File: src/rtl/cp0_int_ctrl.sv
// CP0 timer and interrupt controller: Count/Compare timer (IP7), Cause.IP merge
// with hardware/software sources, and a single-outstanding interrupt handshake FSM.
module cp0_int_ctrl #(
    parameter int unsigned CNT_DIV = 2
) (
    input  logic        clk,
    input  logic        rst,
    input  logic        we,
    input  logic [4:0]  addr,
    input  logic [31:0] wdata,
    output logic [31:0] rdata,
    input  logic [4:0]  hw_int,
    input  logic        status_ie,
    input  logic        status_exl,
    input  logic [7:0]  status_im,
    output logic        int_req,
    output logic [7:0]  int_code,
    input  logic        int_ack,
    input  logic        eret,
    output logic        timer_int
);

    localparam int unsigned PW = (CNT_DIV > 1) ? $clog2(CNT_DIV) : 1;

    localparam logic [4:0] ADDR_COUNT   = 5'd9;
    localparam logic [4:0] ADDR_COMPARE = 5'd11;
    localparam logic [4:0] ADDR_CAUSE   = 5'd13;

    typedef enum logic [1:0] {
        IDLE    = 2'd0,
        REQ     = 2'd1,
        SERVICE = 2'd2
    } state_t;

    logic [PW-1:0] presc_q, presc_d;
    logic [31:0]   count_q, count_d;
    logic [31:0]   compare_q, compare_d;
    logic [7:0]    ip_q, ip_d;
    state_t        state_q, state_d;
    logic          req_q, req_d;
    logic [7:0]    code_q, code_d;

    logic       wr_count, wr_compare, wr_cause;
    logic       tick;
    logic [7:0] pend;
    logic       qualify;

    assign wr_count   = we && (addr == ADDR_COUNT);
    assign wr_compare = we && (addr == ADDR_COMPARE);
    assign wr_cause   = we && (addr == ADDR_CAUSE);
    assign tick       = (presc_q == PW'(CNT_DIV - 1));

    // NOTE: every combinational output gets a default first, so no path can infer a latch.
    always_comb begin
        presc_d = presc_q;
        count_d = count_q;
        if (wr_count) begin
            count_d = wdata;
            presc_d = '0;
        end else if (tick) begin
            count_d = count_q + 32'd1;
            presc_d = '0;
        end else begin
            presc_d = presc_q + PW'(1);
        end
    end

    // A Compare write in the match cycle wins, so the timer bit is cleared, not set.
    always_comb begin
        compare_d = compare_q;
        ip_d      = ip_q;
        if (wr_compare) begin
            compare_d = wdata;
            ip_d[7]   = 1'b0;
        end else if (count_q == compare_q) begin
            ip_d[7]   = 1'b1;
        end
        ip_d[6:2] = hw_int;
        if (wr_cause) begin
            ip_d[1:0] = wdata[9:8];
        end
    end

    assign pend    = ip_q & status_im;
    assign qualify = (|pend) & status_ie & ~status_exl;

    always_comb begin
        state_d = state_q;
        req_d   = req_q;
        code_d  = code_q;
        unique case (state_q)
            IDLE: begin
                if (qualify) begin
                    state_d = REQ;
                    req_d   = 1'b1;
                    code_d  = pend;
                end
            end
            REQ: begin
                if (int_ack) begin
                    state_d = SERVICE;
                    req_d   = 1'b0;
                end else if (!qualify) begin
                    state_d = IDLE;
                    req_d   = 1'b0;
                end else begin
                    code_d  = pend;
                end
            end
            SERVICE: begin
                req_d = 1'b0;
                if (eret) begin
                    state_d = IDLE;
                end
            end
            default: begin
                state_d = IDLE;
                req_d   = 1'b0;
            end
        endcase
    end

    // NOTE: sequential state uses non-blocking assignments so all registers update together.
    always_ff @(posedge clk or posedge rst) begin
        if (rst) begin
            presc_q   <= '0;
            count_q   <= '0;
            compare_q <= 32'hFFFF_FFFF;
            ip_q      <= '0;
            state_q   <= IDLE;
            req_q     <= 1'b0;
            code_q    <= '0;
        end else begin
            presc_q   <= presc_d;
            count_q   <= count_d;
            compare_q <= compare_d;
            ip_q      <= ip_d;
            state_q   <= state_d;
            req_q     <= req_d;
            code_q    <= code_d;
        end
    end

    always_comb begin
        rdata = '0;
        unique case (addr)
            ADDR_COUNT:   rdata = count_q;
            ADDR_COMPARE: rdata = compare_q;
            ADDR_CAUSE:   rdata = {16'b0, ip_q, 8'b0};
            default:      rdata = '0;
        endcase
    end

    assign int_req   = req_q;
    assign int_code  = code_q;
    assign timer_int = ip_q[7];

endmodule

File: config.mk
export PLATFORM = sky130hd
export DESIGN_NAME = cp0_int_ctrl
export DESIGN_NICKNAME = d
export VERILOG_FILES = /design/src/rtl/cp0_int_ctrl.sv
export SDC_FILE = /design/constraint.sdc
export NUM_CORES = 1
export LEC_CHECK = 0
export BUFFER_PORTS_ARGS = -buffer_cell sky130_fd_sc_hd__buf_2
export CORE_AREA = 2 2 97 99
export CTS_CLUSTER_DIAMETER = 60
export DETAILED_ROUTE_END_ITERATION = 16
export DIE_AREA = 0 0 99 101
export GPL_TIMING_DRIVEN = 1
export PLACE_DENSITY = 0.74
export SLEW_MARGIN = 20
export SYNTH_ARGS = -nofsm -noshare
export SYNTH_HDL_FRONTEND = slang
export SYNTH_SLANG_ARGS = --single-unit
File: constraint.sdc
create_clock -name clk -period 2.9 [get_ports clk]
set_input_delay 0.29 -clock clk [delete_from_list [all_inputs] [get_ports clk]]
set_output_delay 0.29 -clock clk [all_outputs]
set_load 0.03 [all_outputs]
==> results of run 1 <==
through the flow:
stage | setup slack, ps | util | hold WS [ps] | power, W | std cells
detailed placement | 620 | 0.589 | 399 | 0.00280 | 654
global route | 611 | 0.611 | 12.9 | 0.00383 | 670
finish | 786 | 0.611 | 37.2 | 0.00361 | 670
global placement | 664 | 0.589 | 400 | 0.00276 | 654
floorplan | 498 | - | 321 | 0.00249 | 459
CTS | 799 | 0.611 | 25.1 | 0.00365 | 670
final timing paths:
path / endpoint
worst max register to register: count_q[31]$_DFFE_PP0N_
worst max-delay path: count_q[31]$_DFFE_PP0N_
worst min register to register: int_req$_DFFE_PP0P_
worst min-delay path: ip_q[2]$_DFF_PP0_
max in group asynchronous: compare_q[31]$_DFFE_PP1P_
min in group asynchronous: int_req$_DFFE_PP0P_
cell families after synthesis:
family | synth area share
multiplexers | 0.174
flip-flops | 0.457
AND/OR/NAND/NOR | 0.162
adder cells (fa/ha/maj) | 0.00267
AO/OA/AOI/OAI | 0.0499
buffers and inverters | 0.0371
XOR/XNOR | 0.118
cells in the final DEF (no fill, tap or decap), types with 10 or more instances in the layout:
master,netlist,routed
nor2_1,30,30
dfstp_2,32,32
mux2_2,36,36
xor2_1,24,24
nand2_1,59,59
nand4_1,20,20
clkbuf_8,0,10
o21ai_0,30,30
mux2i_1,41,41
buf_2,11,98
dfrtp_1,52,52
buf_4,3,11
xnor2_1,39,39
nand3_1,16,16
inv_1,11,10
routing by layer:
metal	vias to the layer above	wire length, um	global-route usage
li1	1761	-	-
met1	1733	5120	0.312
met2	106	5270	0.391
met3	16	621	0.0354
met4	0	233	0.0864
met5	-	0	0
cell type report:
class,instances,area share
tap,111,0.0253
multi-input combinational,338,0.433
clock inverter,5,0.00958
timing repair buffer,110,0.108
inverter,11,0.00776
sequential,84,0.391
clock buffer,11,0.0258
power by group:
group / switching (W) / total [W] / internal (W) / leakage (nW)
clock: 0.000417 / 0.000834 / 0.000418 / 0.0991
sequential: 0.000337 / 0.00183 / 0.00149 / 0.979
combinational: 0.000481 / 0.000950 / 0.000470 / 1.36
total: 0.00123 / 0.00361 / 0.00238 / 2.43
sequential cells by signal, summed over array words and instances (netlist names):
| signal | cells |
|---|---|
| state_q | 2 |
| compare_q | 32 |
| count_q | 32 |
| int_req | 1 |
| int_code | 8 |
| presc_q | 1 |
| ip_q | 8 |
==> flow_summary_export.csv, run 1 <==
group,metric,value,unit
logic_synthesis,synth.most_common_cell,"nand2_1",
cts,cts_tree,"yes",
setup_path,crit_slowest_cell,"nor4_1",
floorplanning,die_h,101,um
setup_path,critPathMaxStageDelay,670,ps
timing,fin_crit_sh,0.729,
place,gp_congestion,0.913,
setup_path,reg2reg_from,"presc_q$_DFF_PP0_",
cts,insertion_delay,360,ps
pwr,power_density,659,mW/mm2
logic_synthesis,syn_nets,517,
place,portBuffers,98,
pwr,p_leak,2.43,nW
setup_path,crit_start,"presc_q$_DFF_PP0_",
grt,antenna_found_initial,0,
grt,grt_pass1_wl,18200,um
cts,cts_sinks,84,
drt,routed_via_density,5.40,
finish,seq_area,0.00214,mm2
run,cap_violations,0,
drt,dr.pass1.iters,5,
timing,hold_viol_final,0,
logic_synthesis,async_flop_share,1.00,
finish,nNetsFinal,612,
finish,area_delta_synth_final,16.9,%
grt,grtUsageTotal,0.235,
setup_path,critPathBufInv,0,
status,status,"finished, final reports clean",
min_path,holdPathStages,1,
setup_path,cp.depth,5,
grt,grt_pass1_vias,3679,
timing,rsz0062_at_grt,"false",
setup_path,crit_family,"simple AND/OR/NAND/NOR gates",
logic_synthesis,yosysWarnings,0,
logic_synthesis,synth_edf_count,0,
finish,antenna-diode-count,0,
logic_synthesis,synthFlopType,"dfrtp_1",
timing,fin_crit,2110,ps
min_path,min_from,"hw_int[0]",
setup_path,reg2reg_slack,790,ps
floorplanning,fp.dieW,99,um
setup_path,critical_path_class,"flop to flop",
drt,vias,3616,
setup_path,path_cells,"nand4_1 -> nor4_1 -> nand3_1 -> xnor2_1 -> mux2_2",
cts,cts_resized,0,
logic_synthesis,synth.yosys.seq_area_share,0.457,
timing,clock.fmax,473,MHz
finish,layout-drive-gt1-share,0.361,
finish,nFillCells,765,
floorplanning,io_pins,99,
finish,multi_input_area,0.00237,mm2
cts,post_cts_buffers,0,
timing,tightest_slew,851,ps
finish,final_area,0.00549,mm2
drt,routed_wirelength,11200,um
drt,ant_nets,0,
pwr,ir_drop,0.000319,V
drt,drt_iter0_drc,148,
setup_path,crit_path_end_kind,"flop",
cts,cts_buffers,9,
floorplanning,start_util,0.523,
logic_synthesis,synthCells,459,
cts,htreeDepth,3,
cts,cts_buffer_depth,2,
setup_path,required,3140,ps
grt,grt_overflow,0,
timing,fin_tns_setup,0,ps
logic_synthesis,synth_top_area_cell,"dfrtp_1",
cts,cts-root-buf,"clkbuf_8",
timing,skew,9.82,ps
logic_synthesis,syn_area,0.00469,mm2
setup_path,critPathLaunchType,"flop",
logic_synthesis,synth.avg_cell_area,10.2,um2
logic_synthesis,ys_ff_latch,84,
setup_path,reg2reg_depth,5,
logic_synthesis,synthTopCellsByCount,"59 x nand2_1, 52 x dfrtp_1, 41 x mux2i_1",
logic_synthesis,synth.area.top_cells,"dfrtp_1 28%, dfstp_2 18%, mux2i_1 8.7%, mux2_2 8.6%, xnor2_1 7.3%",
place,dpl_cell_area,0.00529,mm2
logic_synthesis,synth_cell_types,38,
floorplanning,die_area,0.0100,mm2
cts,cts.hold.buffers_added,0,
setup_path,worstPathArrival,2350,ps
min_path,worstHoldPathType,"input pin to flop",
timing,setup-violations-final,0,
place,dp_hpwl,8480,um
floorplanning,coreArea,0.00898,mm2
timing,max_slew_margin,0.432,
grt,grt_max_degree,51,
drt,drc,0,
floorplanning,rows,35,
setup_path,cp_max_fo,6,
timing,slew_viol_final,0,
drt,wl_per_cell,16.8,um
logic_synthesis,netlist.area_leader.share,0.277,
cts,path_clk_slew,90,ps
(Power assumes the default switching activity.)
==> run 2: changes to the inputs <==
- clock period: 2.9 -> 2 ns (I/O delays scaled with it)
==> flow_summary_export.csv, run 2 (synthesized netlist as in run 1, its figures left out) <==
group,metric,value,unit
status,status,"finished, final reports clean",
min_path,min_from,"wdata[11]",
drt,vias,3725,
cts,htreeDepth,3,
setup_path,r2r-end,"count_q[30]$_DFFE_PP0N_",
grt,grtUsageTotal,0.236,
grt,grt_pass1_wl,18500,um
floorplanning,die_h,101,um
finish,final_common_cell,"buf_2",
floorplanning,io_pins,99,
run,cap_violations,0,
cts,cts-root-buf,"clkbuf_8",
setup_path,crit_path_end_kind,"flop",
place,dp_hpwl,8350,um
timing,fin_crit,1830,ps
grt,grt_pass1_vias,3716,
drt,ant_nets,0,
finish,antenna-diode-count,0,
min_path,worstHoldPathType,"input pin to flop",
setup_path,critical_path_class,"flop to flop",
grt,grt_max_degree,83,
grt,grt_overflow,0,
grt,antenna_found_initial,0,
setup_path,required,2280,ps
pwr,p_leak,2.55,nW
cts,cts_buffer_depth,2,
setup_path,reg2reg_from,"count_q[18]$_DFFE_PP0N_",
floorplanning,coreArea,0.00898,mm2
pwr,ir_drop,0.000540,V
floorplanning,start_util,0.523,
pwr,power_density,956,mW/mm2
finish,largestRegisters,"compare_q x32, count_q x32",
drt,wl_per_cell,16.3,um
cts,path_clk_slew,90,ps
setup_path,worstPathArrival,2120,ps
timing,setup-violations-final,0,
timing,clock.fmax,545,MHz
timing,rsz0062_at_grt,"false",
floorplanning,fp.dieW,99,um
cts,insertion_delay,370,ps
cts,cts_sinks,84,
drt,drt_iter0_drc,183,
min_path,hold_end,"count_q[11]$_DFFE_PP0N_",
timing,slew_viol_final,0,
timing,fin_crit_sh,0.917,
floorplanning,rows,35,
drt,routed_wirelength,11300,um
place,gp_congestion,0.861,
timing,max_slew_margin,0.671,
setup_path,reg2reg_slack,170,ps
cts,cts_buffers,9,
pwr,finalPower,0.00548,W
timing,hold_viol_final,0,
place,portBuffers,98,
min_path,holdPathStages,3,
setup_path,critPathLaunchType,"flop",
cts,post_cts_buffers,0,
timing,tightest_slew,489,ps
setup_path,reg2reg_depth,5,
floorplanning,die_area,0.0100,mm2
finish,final_cell_mix,"98 x buf_2, 59 x nand2_1, 52 x dfrtp_1, 41 x mux2i_1, 39 x xnor2_1",
finish,nNetsFinal,635,
timing,fin_tns_setup,0,ps
drt,drc,0,
timing,skew,15.7,ps
setup_path,cp_max_fo,5,
drt,routed_via_density,5.38,
finish,layout-drive-gt1-share,0.373,
finish,area_delta_synth_final,22.1,%
drt,dr.pass1.iters,4,
cts,cts_tree,"yes",
## run 2: worst max-delay path, stage by stage (launching register included)
cell and delay (ps):
dfrtp_1 460, nand4_1 240, nor4_1 530, nand4_1 200, xor2_1 180, o21ai_0 140
## run 2: cell type report
cell class | count | area (um2)
Fill cell | 744 | 3250
Multi-Input combinational cell | 338 | 2370
Sequential cell | 84 | 2140
Timing Repair Buffer | 133 | 818
Tap cell | 111 | 139
Clock buffer | 12 | 135
Clock inverter | 4 | 75.1
Inverter | 11 | 45.0
## run 2: worst max-delay path by stage
stage                     slack [ps]               startpoint                      end  depth (start not counted)
final                            170  count_q[18]$_DFFE_PP0N_  count_q[30]$_DFFE_PP0N_                          5
after global routing              30        presc_q$_DFF_PP0_  count_q[23]$_DFFE_PP0N_                          6
after CTS                        170  count_q[18]$_DFFE_PP0N_  count_q[30]$_DFFE_PP0N_                          5
after detailed placement         210  count_q[18]$_DFFE_PP0N_  count_q[30]$_DFFE_PP0N_                          5
after global placement           250                  addr[4]  count_q[26]$_DFFE_PP0N_                          5
after floorplan                  110                  addr[1]                rdata[10]                          4
## run 2: what timing repair did
item,in CTS,in global routing
hold buffers,6,0
gates resized for setup,0,0
hold endpoints to repair,7,0
## run 2: report_power, final
group	total (W)	switching [W]	internal [W]
clock	0.00132	0.000610	0.000705
sequential	0.00255	0.000386	0.00217
combinational	0.00161	0.000827	0.000785
## run 2: through the flow
step	utilization	cell area, um2	hold WS [ps]	instances	setup slack, ps
3_3_place_gp	0.608	5460	86.1	671	250
3_5_place_dp	0.608	5460	90.2	671	205
5_1_grt	0.638	5730	59.5	693	33.0
6_report	0.638	5730	51.8	693	166
4_1_cts	0.638	5730	43.9	693	170
2_1_floorplan	-	4690	231	459	111
## run 2: per-layer routing
metal	global-route usage	vias to the layer above	share of wire
met2	0.385	123	0.47
met1	0.319	1777	0.45
li1	-	1807	-
met5	0	-	0
met4	0.0896	0	0.018
met3	0.0388	18	0.063
